File: src/rtl/mc_control.sv
// ============================================================================
// mc_control -- multi-cycle MIPS main control unit
//
// Purpose:
//   Moore FSM that steps each instruction through fetch, decode, execute,
//   memory and writeback on the shared-memory, single-ALU datapath. The states
//   that touch memory (FETCH, MEMRD, MEMWR) wait on mem_ready. A counter
//   reports how many instructions have retired.
//
// Optional feature (compile-time macro MC_CONTROL_ILLEGAL_TRAP_EN):
//   defined   : an unrecognised opcode in DECODE traps to HALT, raises the
//               sticky illegal_op flag, and only reset leaves HALT.
//   undefined : an unrecognised opcode is a NOP (back to FETCH) and
//               illegal_op is tied to 0.
//
// Handshake:
//   mem_ready is sampled only in FETCH, MEMRD and MEMWR. The state's memory
//   request (MemRead / MemWrite) stays high on every cycle until the cycle in
//   which mem_ready=1, which completes the access; the FSM advances on the
//   following edge.
//
// Ports:
//   clk          in   rising-edge clock
//   rst_n        in   asynchronous active-low reset
//   opcode       in   IR[31:26], valid from DECODE onward
//   mem_ready    in   memory completes the current access this cycle
//   PCWrite      out  unconditional PC update
//   PCWriteCond  out  PC update if ALU zero
//   IorD         out  memory address source (0 PC, 1 ALUOut)
//   MemRead      out  memory read request
//   MemWrite     out  memory write request
//   IRWrite      out  load instruction register
//   MemtoReg     out  register write data from MDR
//   RegDst       out  destination rd (1) or rt (0)
//   RegWrite     out  register file write
//   ALUSrcA      out  ALU A (0 PC, 1 rs)
//   ALUSrcB      out  ALU B (00 rt, 01 4, 10 imm, 11 imm<<2)
//   ALUOp        out  to ALU control (00 add, 01 sub, 10 funct)
//   PCSource     out  00 ALU result, 01 ALUOut, 10 jump target
//   retired      out  retired-instruction count (wraps)
//   state_dbg    out  current state encoding
//   illegal_op   out  sticky illegal-opcode flag
// ============================================================================
module mc_control #(
    parameter int OPCODE_W = 6,
    parameter int ALUOP_W  = 2,
    parameter int CNT_W    = 32
) (
    input  logic                clk,
    input  logic                rst_n,
    input  logic [OPCODE_W-1:0] opcode,
    input  logic                mem_ready,
    output logic                PCWrite,
    output logic                PCWriteCond,
    output logic                IorD,
    output logic                MemRead,
    output logic                MemWrite,
    output logic                IRWrite,
    output logic                MemtoReg,
    output logic                RegDst,
    output logic                RegWrite,
    output logic                ALUSrcA,
    output logic [1:0]          ALUSrcB,
    output logic [ALUOP_W-1:0]  ALUOp,
    output logic [1:0]          PCSource,
    output logic [CNT_W-1:0]    retired,
    output logic [3:0]          state_dbg,
    output logic                illegal_op
);

    typedef enum logic [3:0] {
        S_IDLE   = 4'd0,
        S_FETCH  = 4'd1,
        S_DECODE = 4'd2,
        S_MEMADR = 4'd3,
        S_MEMRD  = 4'd4,
        S_MEMWB  = 4'd5,
        S_MEMWR  = 4'd6,
        S_RTEX   = 4'd7,
        S_RTWB   = 4'd8,
        S_BEQ    = 4'd9,
        S_ADDIEX = 4'd10,
        S_ADDIWB = 4'd11,
        S_JUMP   = 4'd12,
        S_HALT   = 4'd13
    } state_t;

    localparam logic [OPCODE_W-1:0] OP_RTYPE = OPCODE_W'(6'b000000);
    localparam logic [OPCODE_W-1:0] OP_J     = OPCODE_W'(6'b000010);
    localparam logic [OPCODE_W-1:0] OP_BEQ   = OPCODE_W'(6'b000100);
    localparam logic [OPCODE_W-1:0] OP_ADDI  = OPCODE_W'(6'b001000);
    localparam logic [OPCODE_W-1:0] OP_LW    = OPCODE_W'(6'b100011);
    localparam logic [OPCODE_W-1:0] OP_SW    = OPCODE_W'(6'b101011);

    localparam logic [ALUOP_W-1:0] ALU_ADD   = ALUOP_W'(2'b00);
    localparam logic [ALUOP_W-1:0] ALU_SUB   = ALUOP_W'(2'b01);
    localparam logic [ALUOP_W-1:0] ALU_FUNCT = ALUOP_W'(2'b10);

    state_t state_q, state_d;

    // Registered Moore outputs, loaded from the decode of the next state so
    // they line up with state_q without any combinational path from state.
    logic               pcwrite_q,     pcwrite_d;
    logic               pcwritecond_q, pcwritecond_d;
    logic               iord_q,        iord_d;
    logic               memread_q,     memread_d;
    logic               memwrite_q,    memwrite_d;
    logic               memtoreg_q,    memtoreg_d;
    logic               regdst_q,      regdst_d;
    logic               regwrite_q,    regwrite_d;
    logic               alusrca_q,     alusrca_d;
    logic [1:0]         alusrcb_q,     alusrcb_d;
    logic [ALUOP_W-1:0] aluop_q,       aluop_d;
    logic [1:0]         pcsource_q,    pcsource_d;

    logic [CNT_W-1:0]   retired_q;
    logic               retire_now;
    logic               fetch_done;

    // ------------------------------------------------------------------------
    // Next-state logic
    // ------------------------------------------------------------------------
    always_comb begin
        state_d = state_q;
        case (state_q)
            S_IDLE:   state_d = S_FETCH;
            S_FETCH:  state_d = mem_ready ? S_DECODE : S_FETCH;
            S_DECODE: begin
                if (opcode == OP_LW || opcode == OP_SW) begin
                    state_d = S_MEMADR;
                end else if (opcode == OP_RTYPE) begin
                    state_d = S_RTEX;
                end else if (opcode == OP_BEQ) begin
                    state_d = S_BEQ;
                end else if (opcode == OP_ADDI) begin
                    state_d = S_ADDIEX;
                end else if (opcode == OP_J) begin
                    state_d = S_JUMP;
                end else begin
`ifdef MC_CONTROL_ILLEGAL_TRAP_EN
                    state_d = S_HALT;
`else
                    state_d = S_FETCH;
`endif
                end
            end
            // Only lw and sw reach MEMADR, so the store opcode alone picks
            // the direction.
            S_MEMADR: state_d = (opcode == OP_SW) ? S_MEMWR : S_MEMRD;
            S_MEMRD:  state_d = mem_ready ? S_MEMWB : S_MEMRD;
            S_MEMWB:  state_d = S_FETCH;
            S_MEMWR:  state_d = mem_ready ? S_FETCH : S_MEMWR;
            S_RTEX:   state_d = S_RTWB;
            S_RTWB:   state_d = S_FETCH;
            S_BEQ:    state_d = S_FETCH;
            S_ADDIEX: state_d = S_ADDIWB;
            S_ADDIWB: state_d = S_FETCH;
            S_JUMP:   state_d = S_FETCH;
            S_HALT:   state_d = S_HALT;
            default:  state_d = S_IDLE;
        endcase
    end

    // ------------------------------------------------------------------------
    // Moore output decode of the next state
    // ------------------------------------------------------------------------
    always_comb begin
        pcwrite_d     = 1'b0;
        pcwritecond_d = 1'b0;
        iord_d        = 1'b0;
        memread_d     = 1'b0;
        memwrite_d    = 1'b0;
        memtoreg_d    = 1'b0;
        regdst_d      = 1'b0;
        regwrite_d    = 1'b0;
        alusrca_d     = 1'b0;
        alusrcb_d     = 2'b00;
        aluop_d       = ALU_ADD;
        pcsource_d    = 2'b00;
        case (state_d)
            S_FETCH: begin
                memread_d = 1'b1;
                alusrcb_d = 2'b01;
            end
            S_DECODE: begin
                // Branch target precompute: PC + (imm << 2).
                alusrcb_d = 2'b11;
            end
            S_MEMADR: begin
                alusrca_d = 1'b1;
                alusrcb_d = 2'b10;
            end
            S_MEMRD: begin
                memread_d = 1'b1;
                iord_d    = 1'b1;
            end
            S_MEMWB: begin
                regwrite_d = 1'b1;
                memtoreg_d = 1'b1;
            end
            S_MEMWR: begin
                memwrite_d = 1'b1;
                iord_d     = 1'b1;
            end
            S_RTEX: begin
                alusrca_d = 1'b1;
                aluop_d   = ALU_FUNCT;
            end
            S_RTWB: begin
                regwrite_d = 1'b1;
                regdst_d   = 1'b1;
            end
            S_BEQ: begin
                alusrca_d     = 1'b1;
                aluop_d       = ALU_SUB;
                pcwritecond_d = 1'b1;
                pcsource_d    = 2'b01;
            end
            S_ADDIEX: begin
                alusrca_d = 1'b1;
                alusrcb_d = 2'b10;
            end
            S_ADDIWB: begin
                regwrite_d = 1'b1;
            end
            S_JUMP: begin
                pcwrite_d  = 1'b1;
                pcsource_d = 2'b10;
            end
            default: ;
        endcase
    end

    // An instruction retires on the edge that leaves its final state. A store
    // is final only once memory accepts it.
    always_comb begin
        retire_now = 1'b0;
        case (state_q)
            S_MEMWB, S_RTWB, S_BEQ, S_ADDIWB, S_JUMP: retire_now = 1'b1;
            S_MEMWR:                                  retire_now = mem_ready;
            default:                                  retire_now = 1'b0;
        endcase
    end

    // ------------------------------------------------------------------------
    // State, output and counter registers
    // ------------------------------------------------------------------------
    always_ff @(posedge clk or negedge rst_n) begin
        if (!rst_n) begin
            state_q       <= S_IDLE;
            pcwrite_q     <= 1'b0;
            pcwritecond_q <= 1'b0;
            iord_q        <= 1'b0;
            memread_q     <= 1'b0;
            memwrite_q    <= 1'b0;
            memtoreg_q    <= 1'b0;
            regdst_q      <= 1'b0;
            regwrite_q    <= 1'b0;
            alusrca_q     <= 1'b0;
            alusrcb_q     <= 2'b00;
            aluop_q       <= ALU_ADD;
            pcsource_q    <= 2'b00;
            retired_q     <= '0;
        end else begin
            state_q       <= state_d;
            pcwrite_q     <= pcwrite_d;
            pcwritecond_q <= pcwritecond_d;
            iord_q        <= iord_d;
            memread_q     <= memread_d;
            memwrite_q    <= memwrite_d;
            memtoreg_q    <= memtoreg_d;
            regdst_q      <= regdst_d;
            regwrite_q    <= regwrite_d;
            alusrca_q     <= alusrca_d;
            alusrcb_q     <= alusrcb_d;
            aluop_q       <= aluop_d;
            pcsource_q    <= pcsource_d;
            if (retire_now) begin
                retired_q <= retired_q + 1'b1;
            end
        end
    end

`ifdef MC_CONTROL_ILLEGAL_TRAP_EN
    logic illegal_q;

    // Raised together with the entry into HALT so the flag and state_dbg=13
    // become visible in the same cycle.
    always_ff @(posedge clk or negedge rst_n) begin
        if (!rst_n) begin
            illegal_q <= 1'b0;
        end else if (state_d == S_HALT) begin
            illegal_q <= 1'b1;
        end
    end

    assign illegal_op = illegal_q;
`else
    assign illegal_op = 1'b0;
`endif

    // ------------------------------------------------------------------------
    // Outputs. IRWrite and the fetch half of PCWrite are the only Mealy
    // terms: the fetch completes in the very cycle memory reports ready.
    // ------------------------------------------------------------------------
    assign fetch_done  = (state_q == S_FETCH) && mem_ready;

    assign PCWrite     = pcwrite_q | fetch_done;
    assign IRWrite     = fetch_done;
    assign PCWriteCond = pcwritecond_q;
    assign IorD        = iord_q;
    assign MemRead     = memread_q;
    assign MemWrite    = memwrite_q;
    assign MemtoReg    = memtoreg_q;
    assign RegDst      = regdst_q;
    assign RegWrite    = regwrite_q;
    assign ALUSrcA     = alusrca_q;
    assign ALUSrcB     = alusrcb_q;
    assign ALUOp       = aluop_q;
    assign PCSource    = pcsource_q;
    assign retired     = retired_q;
    assign state_dbg   = state_q;

endmodule

File: config.mk
export PLATFORM = sky130hd
export DESIGN_NAME = mc_control
export DESIGN_NICKNAME = d
export VERILOG_FILES = /design/src/rtl/mc_control.sv
export SDC_FILE = /design/constraint.sdc
export NUM_CORES = 1
export LEC_CHECK = 0
export ABC_AREA = 1
export CAP_MARGIN = 20
export CORE_MARGIN = 3
export CORE_UTILIZATION = 50
export CTS_CLUSTER_SIZE = 28
export DETAILED_ROUTE_END_ITERATION = 10
export PLACE_DENSITY = 0.84
export SLEW_MARGIN = 20
export SYNTH_ARGS = -nofsm -noshare
export SYNTH_HDL_FRONTEND = slang
export SYNTH_SLANG_ARGS = --single-unit
File: constraint.sdc
create_clock -name clk -period 2.12 [get_ports clk]
set_clock_uncertainty 0.1 [all_clocks]
set_input_delay 0.53 -clock clk [delete_from_list [all_inputs] [get_ports clk]]
set_output_delay 0.53 -clock clk [all_outputs]
set_load 0.05 [all_outputs]
==> run metrics <==
outcome finished clean; initial core utilization 0.538; biggest area consumer among synthesized cells dfrtp_1; I/O Pins 62; max capacitance violation total 0; Ys Warns 0; HPWL after DPL 5.34 mm; total power 3.82 mW; first-pass GRT wire length 11.6 mm; Synth area leaders dfrtp_1, nand2_1, nor2_1, xor2_1, inv_1; commonest non-fill, non-tap cell in the layout nand2_1; slowest stage cell, crit path clkdlybuf4s50_1; multi-input logic area 1450 µm²; sequential element share of the synthesized area 0.427; area grow syn2layout 29.8%; Worst R2R Path Depth 6; crit-path max FO 1; placed insts 516; Filler cells 473; cell area after layout 3730 µm²; Hold Slack 0.115 ns; Port-buffer cells 60; post-route minimum period 2.08 ns; critical path data arrival time 1.45 ns; Max Clk Rate 480 MHz; DR vias 2688; clock root buffer master clkbuf_8; drt first pass iters 5; Worst Setup SP ALUSrcA$_DFF_PN0_; Routability Congestion 0.892; Setup Viol. Count Final 0; Pwr per Cell Area 1020 nW/µm²; Syn Nets 381; Cell Area, Placed 3590 µm²; worst reg2reg endpoint retired[30]$_DFFE_PN0P_; WL/cell 12.9 µm; Yosys cell types 31; clk_lat worst skew 0.30 ns; Reg clk slew, reported paths 0.09 ns; CTS buffer count 5; CP top delay family buffers and inverters; Overflow after GRT 0; antenna-violating nets left 0; reg2reg setup slack 0.19 ns; depth of the CTS H-tree 2; initial antenna violation count 0; row cnt 26; Required @ worst endpoint 1.49 ns; average size of a mapped cell 7.74 µm²; fin cells 529; Critical path buffers and inverters 1; sequential cell area 1230 µm²; Final WS setup 0.0359 ns; delay of the slowest critical-path stage 0.80 ns; final-report max-slew violation count 0; setup tns final 0 ns; CTS tree done; Min-Delay Path Class input pin to asynchronous set/reset pin; crit-path cells clkdlybuf4s50_1; Reg-to-Reg Start retired[0]$_DFFE_PN0P_; #FFs+latches synth 49; startpoint types flip-flop; Die Ht 81.8 µm; pin count of the biggest net entering global routing 27; Final nets 468; Leak 1.92 nW; Worst Setup End Kind output pin; DP Worst Slack -0.182 ns; peak supply drop 732 µV; mapped cell area 2870 µm²; Vias/cell 5.08; n_diodes 0; final core occ 0.699; total track usage 0.222; period utilization 0.983; die width 81.8 µm; Max Buffers Root-to-Sink 2; core area 5340 µm²; vias in the first global route 2654; CTS sink cnt 49; RSZ-0062 raised after global routing yes; share of layout cells above drive strength 1 0.292; worst-margin pin slew 0.588 ns; WP depth 1; Fin. Hold Viols 0; Gate Count Post-Synth 371; Iter 0 DRT Violations 140; total die area 6690 µm²; drc violations 0; final WL 6.83 mm; commonest cells after routing, fill and taps aside nand2_1, buf_4, nor2_1; Yosys top cell area share 0.427; kind of critical path flip-flop to output pin; Slew headroom 0.608
## synth_stat cells (all sizes together)
library cell	instances
dfrtp	49
buf	5
nand3	28
xor2	20
nand2	104
ha	1
or2	2
a21oi	1
nor3	13
and3	2
xnor2	5
conb	1
inv	44
nor3b	1
o22ai	1
o21ai	12
nor2	71
nand3b	1
o211ai	1
nor4	1
nand4	8
## registers in the layout, indices dropped and copies added (netlist names)
register and flops:
RegWrite 1, pcwrite_q 1, ALUSrcA 1, MemtoReg 1
ALUOp 1, state_dbg 4, IorD 1, RegDst 1
retired 32, MemRead 1, PCWriteCond 1, ALUSrcB 2
MemWrite 1, PCSource 1
## logic make-up after synthesis
kind of cell	share of synthesized area
other	0.00131
AOI/OAI and AO/OA	0.0392
xor gates and xnor gates	0.0763
and+or+nand+nor	0.379
buffers and inverters	0.0732
adders and majority gates	0.00436
DFF	0.427
## routing by layer
metal,global-route usage,up-vias,wire [µm]
met4,0.0731,0,153
met5,0,-,0
li1,-,1332,-
met1,0.255,1253,2840
met3,0.0373,18,332
met2,0.412,85,3510
## worst max path at each step
stage,slack (ns),to
global route,-0.03,retired[30]$_DFFE_PN0P_
floorplan,0.008,PCWrite
detailed placement,-0.18,ALUSrcA$_DFF_PN0_
finish,0.04,ALUSrcA
CTS,0.009,PCWrite
global placement,-0.14,PCWrite
## cell type report
cell class	count	share of cell area
Tap cell	70	0.0235
Multi-Input combinational cell	273	0.390
Clock inverter	2	0.00369
Inverter	44	0.0460
Sequential cell	49	0.330
Clock buffer	6	0.0221
Timing Repair Buffer	85	0.185
## report_power, final
| group | total [mW] | switching [mW] | internal, mW |
|---|---|---|---|
| Clock | 0.571 | 0.306 | 0.265 |
| Combinational | 2.04 | 1.36 | 0.683 |
| Sequential | 1.21 | 0.124 | 1.08 |
## what timing repair did
action	CTS	global route
pin swaps	1	2
buffers inserted	4	1
endpoints found under the setup margin	2	5
hold buffers	0	0
resized for setup	2	1
Power figures use the tool's default switching activity.
